`src/rtl/alu_cmd_sequencer.sv`:
```
// alu_cmd_sequencer: drives ALU operands/selector, captures and masks result/flags, hands off under valid/ack.
module alu_cmd_sequencer #(
  parameter int N = 4,
  parameter int SETTLE = 1
) (
  input  logic         clk,
  input  logic         rst,
  input  logic         start,
  input  logic         sweep,
  input  logic [3:0]   op_in,
  input  logic [N-1:0] a_in,
  input  logic [N-1:0] b_in,
  output logic [N-1:0] alu_a,
  output logic [N-1:0] alu_b,
  output logic [3:0]   alu_sel,
  input  logic [3:0]   alu_result,
  input  logic         alu_carry,
  input  logic         alu_cero,
  input  logic         alu_negativo,
  input  logic         alu_desbordamiento,
  output logic [3:0]   res_out,
  output logic [3:0]   flags_out,
  output logic [3:0]   op_out,
  output logic         res_valid,
  input  logic         res_ack,
  output logic         busy,
  output logic         err,
  output logic         sweep_done
);
  typedef enum logic [1:0] {S_IDLE, S_SETTLE, S_HOLD} state_t;
  localparam logic [3:0] SETTLE_LD = 4'(SETTLE);
  state_t state;
  logic [3:0] cnt;
  logic sweep_q;
  logic illegal, shift_op, logic_op, nv_mask;
  logic [3:0] flags_nxt;
  always_comb begin
    illegal = op_in == 4'd0 || op_in > 4'd11;
    shift_op = alu_sel == 4'd9 || alu_sel == 4'd10;
    logic_op = alu_sel >= 4'd6 && alu_sel <= 4'd11;
    nv_mask = logic_op || alu_sel == 4'd1;
    flags_nxt = {alu_negativo & ~nv_mask, shift_op ? alu_result == 4'd0 : alu_cero,
                 alu_carry & ~logic_op, alu_desbordamiento & ~nv_mask};
  end
  // The counter runs SETTLE+1 edges so capture sees ALU outputs after SETTLE stable cycles.
  always_ff @(posedge clk) begin
    if (rst) begin
      state <= S_IDLE;
      cnt <= 4'd0;
      sweep_q <= 1'b0;
      alu_a <= '0;
      alu_b <= '0;
      alu_sel <= 4'd1;
      res_out <= 4'd0;
      flags_out <= 4'd0;
      op_out <= 4'd0;
      res_valid <= 1'b0;
      busy <= 1'b0;
      err <= 1'b0;
      sweep_done <= 1'b0;
    end else begin
      sweep_done <= 1'b0;
      case (state)
        S_IDLE: if (start) begin
          busy <= 1'b1;
          if (!sweep && illegal) begin
            res_out <= 4'd0;
            flags_out <= 4'd0;
            op_out <= op_in;
            err <= 1'b1;
            res_valid <= 1'b1;
            sweep_q <= 1'b0;
            state <= S_HOLD;
          end else begin
            alu_a <= a_in;
            alu_b <= b_in;
            alu_sel <= sweep ? 4'd1 : op_in;
            cnt <= SETTLE_LD;
            sweep_q <= sweep;
            state <= S_SETTLE;
          end
        end
        S_SETTLE: if (cnt == 4'd0) begin
          res_out <= alu_result;
          flags_out <= flags_nxt;
          op_out <= alu_sel;
          err <= 1'b0;
          res_valid <= 1'b1;
          state <= S_HOLD;
        end else cnt <= cnt - 4'd1;
        S_HOLD: if (res_ack) begin
          res_valid <= 1'b0;
          if (sweep_q && op_out != 4'd11) begin
            alu_sel <= op_out + 4'd1;
            cnt <= SETTLE_LD;
            state <= S_SETTLE;
          end else begin
            sweep_done <= sweep_q;
            sweep_q <= 1'b0;
            busy <= 1'b0;
            state <= S_IDLE;
          end
        end
        default: state <= S_IDLE;
      endcase
    end
  end
endmodule

```
`config.mk`:
```
export PLATFORM = sky130hd
export DESIGN_NAME = alu_cmd_sequencer
export DESIGN_NICKNAME = d
export VERILOG_FILES = /design/src/rtl/alu_cmd_sequencer.sv
export SDC_FILE = /design/constraint.sdc
export NUM_CORES = 1
export LEC_CHECK = 0
export ABC_AREA = 1
export BUFFER_PORTS_ARGS = -buffer_cell sky130_fd_sc_hd__buf_2
export CAP_MARGIN = 15
export CELL_PAD_IN_SITES_DETAIL_PLACEMENT = 1
export CELL_PAD_IN_SITES_GLOBAL_PLACEMENT = 2
export CORE_MARGIN = 2
export CORE_UTILIZATION = 28
export DETAILED_ROUTE_END_ITERATION = 16
export GPL_TIMING_DRIVEN = 0
export PLACE_DENSITY = 0.8
export SETUP_SLACK_MARGIN = 0.3
export SLEW_MARGIN = 10
export SYNTH_ARGS = -nofsm -noshare
export SYNTH_HDL_FRONTEND = slang
export SYNTH_SLANG_ARGS = --single-unit
export TNS_END_PERCENT = 100
```
`constraint.sdc`:
```
create_clock -name clk -period 3.8 [get_ports clk]
set_clock_uncertainty 0.15 [all_clocks]
set_input_delay 0.38 -clock clk [delete_from_list [all_inputs] [get_ports clk]]
set_output_delay 0.38 -clock clk [all_outputs]
set_load 0.02 [all_outputs]
```
==> Yosys cells after proc, flatten, opt, wreduce, memory -nomap -nowiden <==
Index checks and enable logic that the tools add are counted.
{ "totals": {"reg_bits": 35, "in_bits": 25} }
{ "op_classes": {"n_addsub": 2, "order_cmp": 3, "eq_ne": 14, "mux": 43, "n_bitwise": 8, "reduce_logical": 22} }
{ "ops": {"columns": ["cell", "n"], "rows": [
  ["2-to-1 mux 4 bit", 17],
  ["case mux 4 bit (2 select lines)", 4],
  ["inequality test 2 bit, second input constant", 8],
  ["zero test 4 bit", 3],
  ["2-to-1 mux 1 bit", 12],
  ["case mux 4 bit (3 select lines)", 1],
  ["AND reduction 5 bit", 2],
  ["== test 4 bit, second input constant", 2],
  ["2-to-1 mux 2 bit", 4],
  ["AND reduction 4 bit", 2],
  ["case mux 1 bit (2 select lines)", 3],
  ["case mux 2 bit (3 select lines)", 1],
  ["AND reduction 3 bit", 2],
  ["AND reduction 6 bit", 1],
  ["NOT 1 bit", 5],
  ["adder 4 x 1 -> 4 bit, second input constant", 1],
  ["== test 4 x 1 -> 1 bit, second input constant", 1],
  [">= comparator 4 x 3 -> 1 bit, second input constant", 1],
  ["greater-than comparator 4 bit, second input constant", 1],
  ["less-or-equal comparator 4 bit, second input constant", 1],
  ["inequality test 4 bit, second input constant", 1],
  ["nonzero test 2 bit", 2],
  ["OR reduction 4 bit", 1],
  ["subtractor 4 x 1 -> 4 bit, second input constant", 1],
  ["other kinds (9)", 15]
]} }

==> Depth between registers and ports, before layout <==
{ "logic_depth": {"ltp_word": 7, "depth_mapped": 9, "ltp_nobuf": 9} }

==> Least setup slack after synthesis <==
No wires, ideal clock.
{ "synth_timing": {"path_type": "register -> register", "from": "reg cnt[0]", "to": "reg flags_out[2]", "setup_ps": 111, "arrival_time_ps": 1361, "required_time_ps": 3539, "path_slack_ps": 2177, "path_stages_with_launch": 9, "n_path_buf": 1, "period_less_slack_ps": 1623, "path_cell_list": "dfxtp_1 -> inv_1 -> ha_1 -> nand2_1 -> a21oi_1 -> nand3_2 -> buf_6 -> nor2_1 -> nor2_1"} }
{ "synth_between": {"elab_chain_len": 3} }
{ "synth_lines": {"columns": ["item", "line_no", "text"], "rows": [
  ["start, declared", "33", "logic [3:0] cnt;"],
  ["start signal, assigned", "90", "end else cnt <= cnt - 4'd1;"],
  ["zero test 4 bit", "83", "S_SETTLE: if (cnt == 4'd0) begin"],
  ["inequality test 2 bit (no line)", null, null],
  ["AND reduction 4 bit (no line)", null, null],
  ["end signal, assigned", "85", "flags_out <= flags_nxt;"],
  ["end, declared", "22", "output logic [3:0] flags_out,"]
]} }
Every way passes these cells.
A chain may end at the register's enable or synchronous reset.

==> Final worst setup path <==
{ "layout_timing": {"from": "reg cnt[0]", "to": "reg op_out[2]"} }
{ "layout_between": {"elab_chain_len": 3} }
{ "layout_lines": {"columns": ["item", "line_no", "text"], "rows": [
  ["zero test 4 bit", "83", null],
  ["inequality test 2 bit (no line)", null, null],
  ["AND reduction 4 bit (no line)", null, null],
  ["end signal, assigned", "69", "op_out <= op_in;"],
  ["end signal, assigned", "86", "op_out <= alu_sel;"],
  ["end, declared", "23", "output logic [3:0] op_out,"]
]} }
Every way passes these cells.

==> impl_results.md <==
* Antenna diodes at 0
* Fin. Hold Viols at 0
* Die ar. at between 6000 and 7000 um^2
* Total power at ~1900 uW
* PostCTS Resize Cnt at 0
* DR pass1 iterations at 4
* Final Setup Violations at 0
* GRT overflow at 0
* Leak Pwr at around 0.0011 uW
* CTS buffer count at 5
* Post-route ant nets at 0
* Initial antenna violation count at 0
* PwrDens at approximately 850 nW/um^2
* Setup_tns at 0 ns
* Core area at a little under 6000 um^2
* Rows at 28
* Worst slew margin relative to its limit at around 61%
* Clock latency on the worst-skew pair at 0.29 ns
* Fmax achieved at between 0.5 and 0.6 GHz
* Global-route usage over all layers at 16.4%
* Critical Path Max Stage Delay at about 0.33 ns
* Nets@finish at ~340
* Cells after Synth at 250
* I/O pin total at 53
* CP Data Required Time at 3.84 ns
* Clock slew at the register clock pins of the worst setup and hold paths at about 0.080 ns
* Port-buffer cells at between 50 and 60
* TritonCTS Sinks at 35
* Setup CP Type: register to register
* Syn Nets at approximately 280
* Synth top area cells: dfxtp_1 (41%), nand2_1 (12%), a21oi_1 (7.9%)
* CP max FO at 10
* Status: complete, no violations
* Die extent in y at 82.1 um
* Max-cap viol count at 0
* DP Wirelength at around 3900 um
* Gpl congestion at about 0.7
* CTS root buffer: clkbuf_8
* Cell family with most CP delay: simple AND/OR/NAND/NOR gates
* Least-Margin Pin Slew at between 0.5 and 0.6 ns
* Starting DRT DRC Count at 51
* Clk buf depth at 2
* Setup Fix Bufs, Post-CTS at 0
* Most used cell, CP: nor2_1
* Cts-stage hold buffer count at 0
* Fin crit share at 51.2%
* Vias in the first global route at around 1,800
* Proportion of netlist area held by the largest area contributor at around two fifths
* Distinct cells, synth at 21
* CTS H-tree depth at 2
* Residual DRC at 0
* Crit path arrival time at 1.99 ns
* Slowest CP cell: a21oi_1
* Post-synth EDFFs at 0
* Starting Density at 28.8%
* Commonest cells post-synth: nand2_1 (55), dfxtp_1 (35), nor2_1 (33), a21oi_1 (27), inv_1 (27)
* Vias post-DR at between 1,500 and 2,000
* Type of origin of the critical path: register
* CTS tree: built
* RSZ-0062 raised after global routing: no
* Yosys top cell by area: dfxtp_1
* Area Growth Syn to Fin at 28.2%
* Setup crit end kind: register
* Die width at 82.1 um
* Seq/Total Area, Yosys at about two fifths
* Synthesis Warnings at 0
* Share of cells above drive strength 1 at between 20 and 25%
* Ys async rst share at 0%
* Drt total wl at 5090 um
* Top FF cell, synth: dfxtp_1
* Worst Hold Class: primary input to register
* Routed length per instance at between 10 and 15 um
* Mapped cell area at 1710 um^2
* Max rail drop VDD at a little over 0.3 mV
* Crit path buf inv count at 2
* Slew Limit Fails at 0
* First-pass GRT wire length at 8340 um
* Largest net degree at the start of global routing at 12
* Mapped Avg Cell Area at a little under 7 um^2
* FF+latch count, synth at 35
* Most frequent cell after synthesis: nand2_1
* Post-route core utilization at 37.0%
* CP cell instances: inv_1 -> ha_1 -> nand2_1 -> a21oi_1 -> nand3_2 -> buf_6 -> nor2_1 -> nor2_1
* Fin crit period at 1.95 ns
* DR vias/cell at around 4.6
-- layer usage --
layer / routed length, um / part of all wire (%) / global-route usage [%]
met1: 2460 / 48 / 21.0
met4: 52 / 1.0 / 5.50
met5: 0 / 0 / 0
met2: 2410 / 47 / 28.0
met3: 173 / 3.4 / 2.61
-- cell type report --
| class | instances | area [um^2] |
|---|---|---|
| inverter | 27 | 101 |
| sequential | 35 | 701 |
| clock buffer | 6 | 72.6 |
| buffer | 8 | 41.3 |
| timing repair buffer | 51 | 255 |
| multi-input combinational | 180 | 865 |
| tap | 75 | 93.8 |
| fill | 789 | 3730 |
| clock inverter | 2 | 60.1 |
-- where the power goes --
part | total [uW] | leakage, uW | internal (uW) | switching [uW]
registers | 568 | 0.000287 | 480 | 87.5
logic | 890 | 0.000715 | 292 | 597
clock network | 405 | 0.0000654 | 262 | 143
-- path summary, 6_finish.rpt --
| kind | startpoint | end | slack [ns] | cells past startpoint |
|---|---|---|---|---|
| worst min-delay path | alu_result[1] | res_out[1] | 0.20 | 3 |
| worst max register to register | cnt[0] | op_out[2] | 1.85 | 8 |
| worst min register to register | alu_b[0] | alu_b[0] | 0.29 | 2 |
| worst max-delay path | cnt[0] | op_out[2] | 1.85 | 8 |
-- tightest hold or removal path, delay by kind of cell --
kind                   cells  cell delay [ns]
and+or+nand+nor            1             0.06
buffers and inverters      1             0.11
AOI/OAI and AO/OA          1             0.05
-- layout by cell type (no fill, tap or decap), types with 3 or more instances in the layout --
cell type and count:
nand2_1 55, nand4_1 10, o21ai_0 19, a21oi_1 27, inv_1 27, clkbuf_1 5
dfxtp_1 35, clkbuf_8 5, nor2_2 3, nand3_1 18, buf_2 54, ha_1 3
nor2_1 33
-- stage by stage --
| stage | instances | area, um^2 | setup slack, ns | hold slack (ns) |
|---|---|---|---|---|
| after floorplan | 250 | 1710 | 2.18 | 0.297 |
| after global placement | 376 | 2060 | 1.84 | 0.280 |
| after detailed placement | 376 | 2060 | 1.86 | 0.285 |
| after CTS | 384 | 2190 | 1.86 | 0.199 |
| after global routing | 384 | 2190 | 1.60 | 0.207 |
| final | 384 | 2190 | 1.85 | 0.203 |
-- flip-flops by register name, summed over array words and instances (netlist names) --
| name | cells |
|---|---|
| alu_a | 4 |
| alu_b | 4 |
| alu_sel | 4 |
| busy | 1 |
| cnt | 4 |
| err | 1 |
| flags_out | 4 |
| op_out | 4 |
| res_out | 4 |
| res_valid | 1 |
| state | 2 |
| sweep_done | 1 |
| sweep_q | 1 |
-- cell families (layout without fill, tap and decap cells) --
kind of cell             after synthesis  after routing  synth area share [%]
XOR/XNOR                               2              2                  1.03
AO/OA/AOI/OAI                         48             48                  14.2
buffers and inverters                 35             94                  8.35
AND/OR/NAND/NOR                      127            127                  33.2
adder cells (fa/ha/maj)                3              3                  2.20
flip-flops                            35             35                  41.0
No activity file was read; power rests on OpenSTA's default activity.
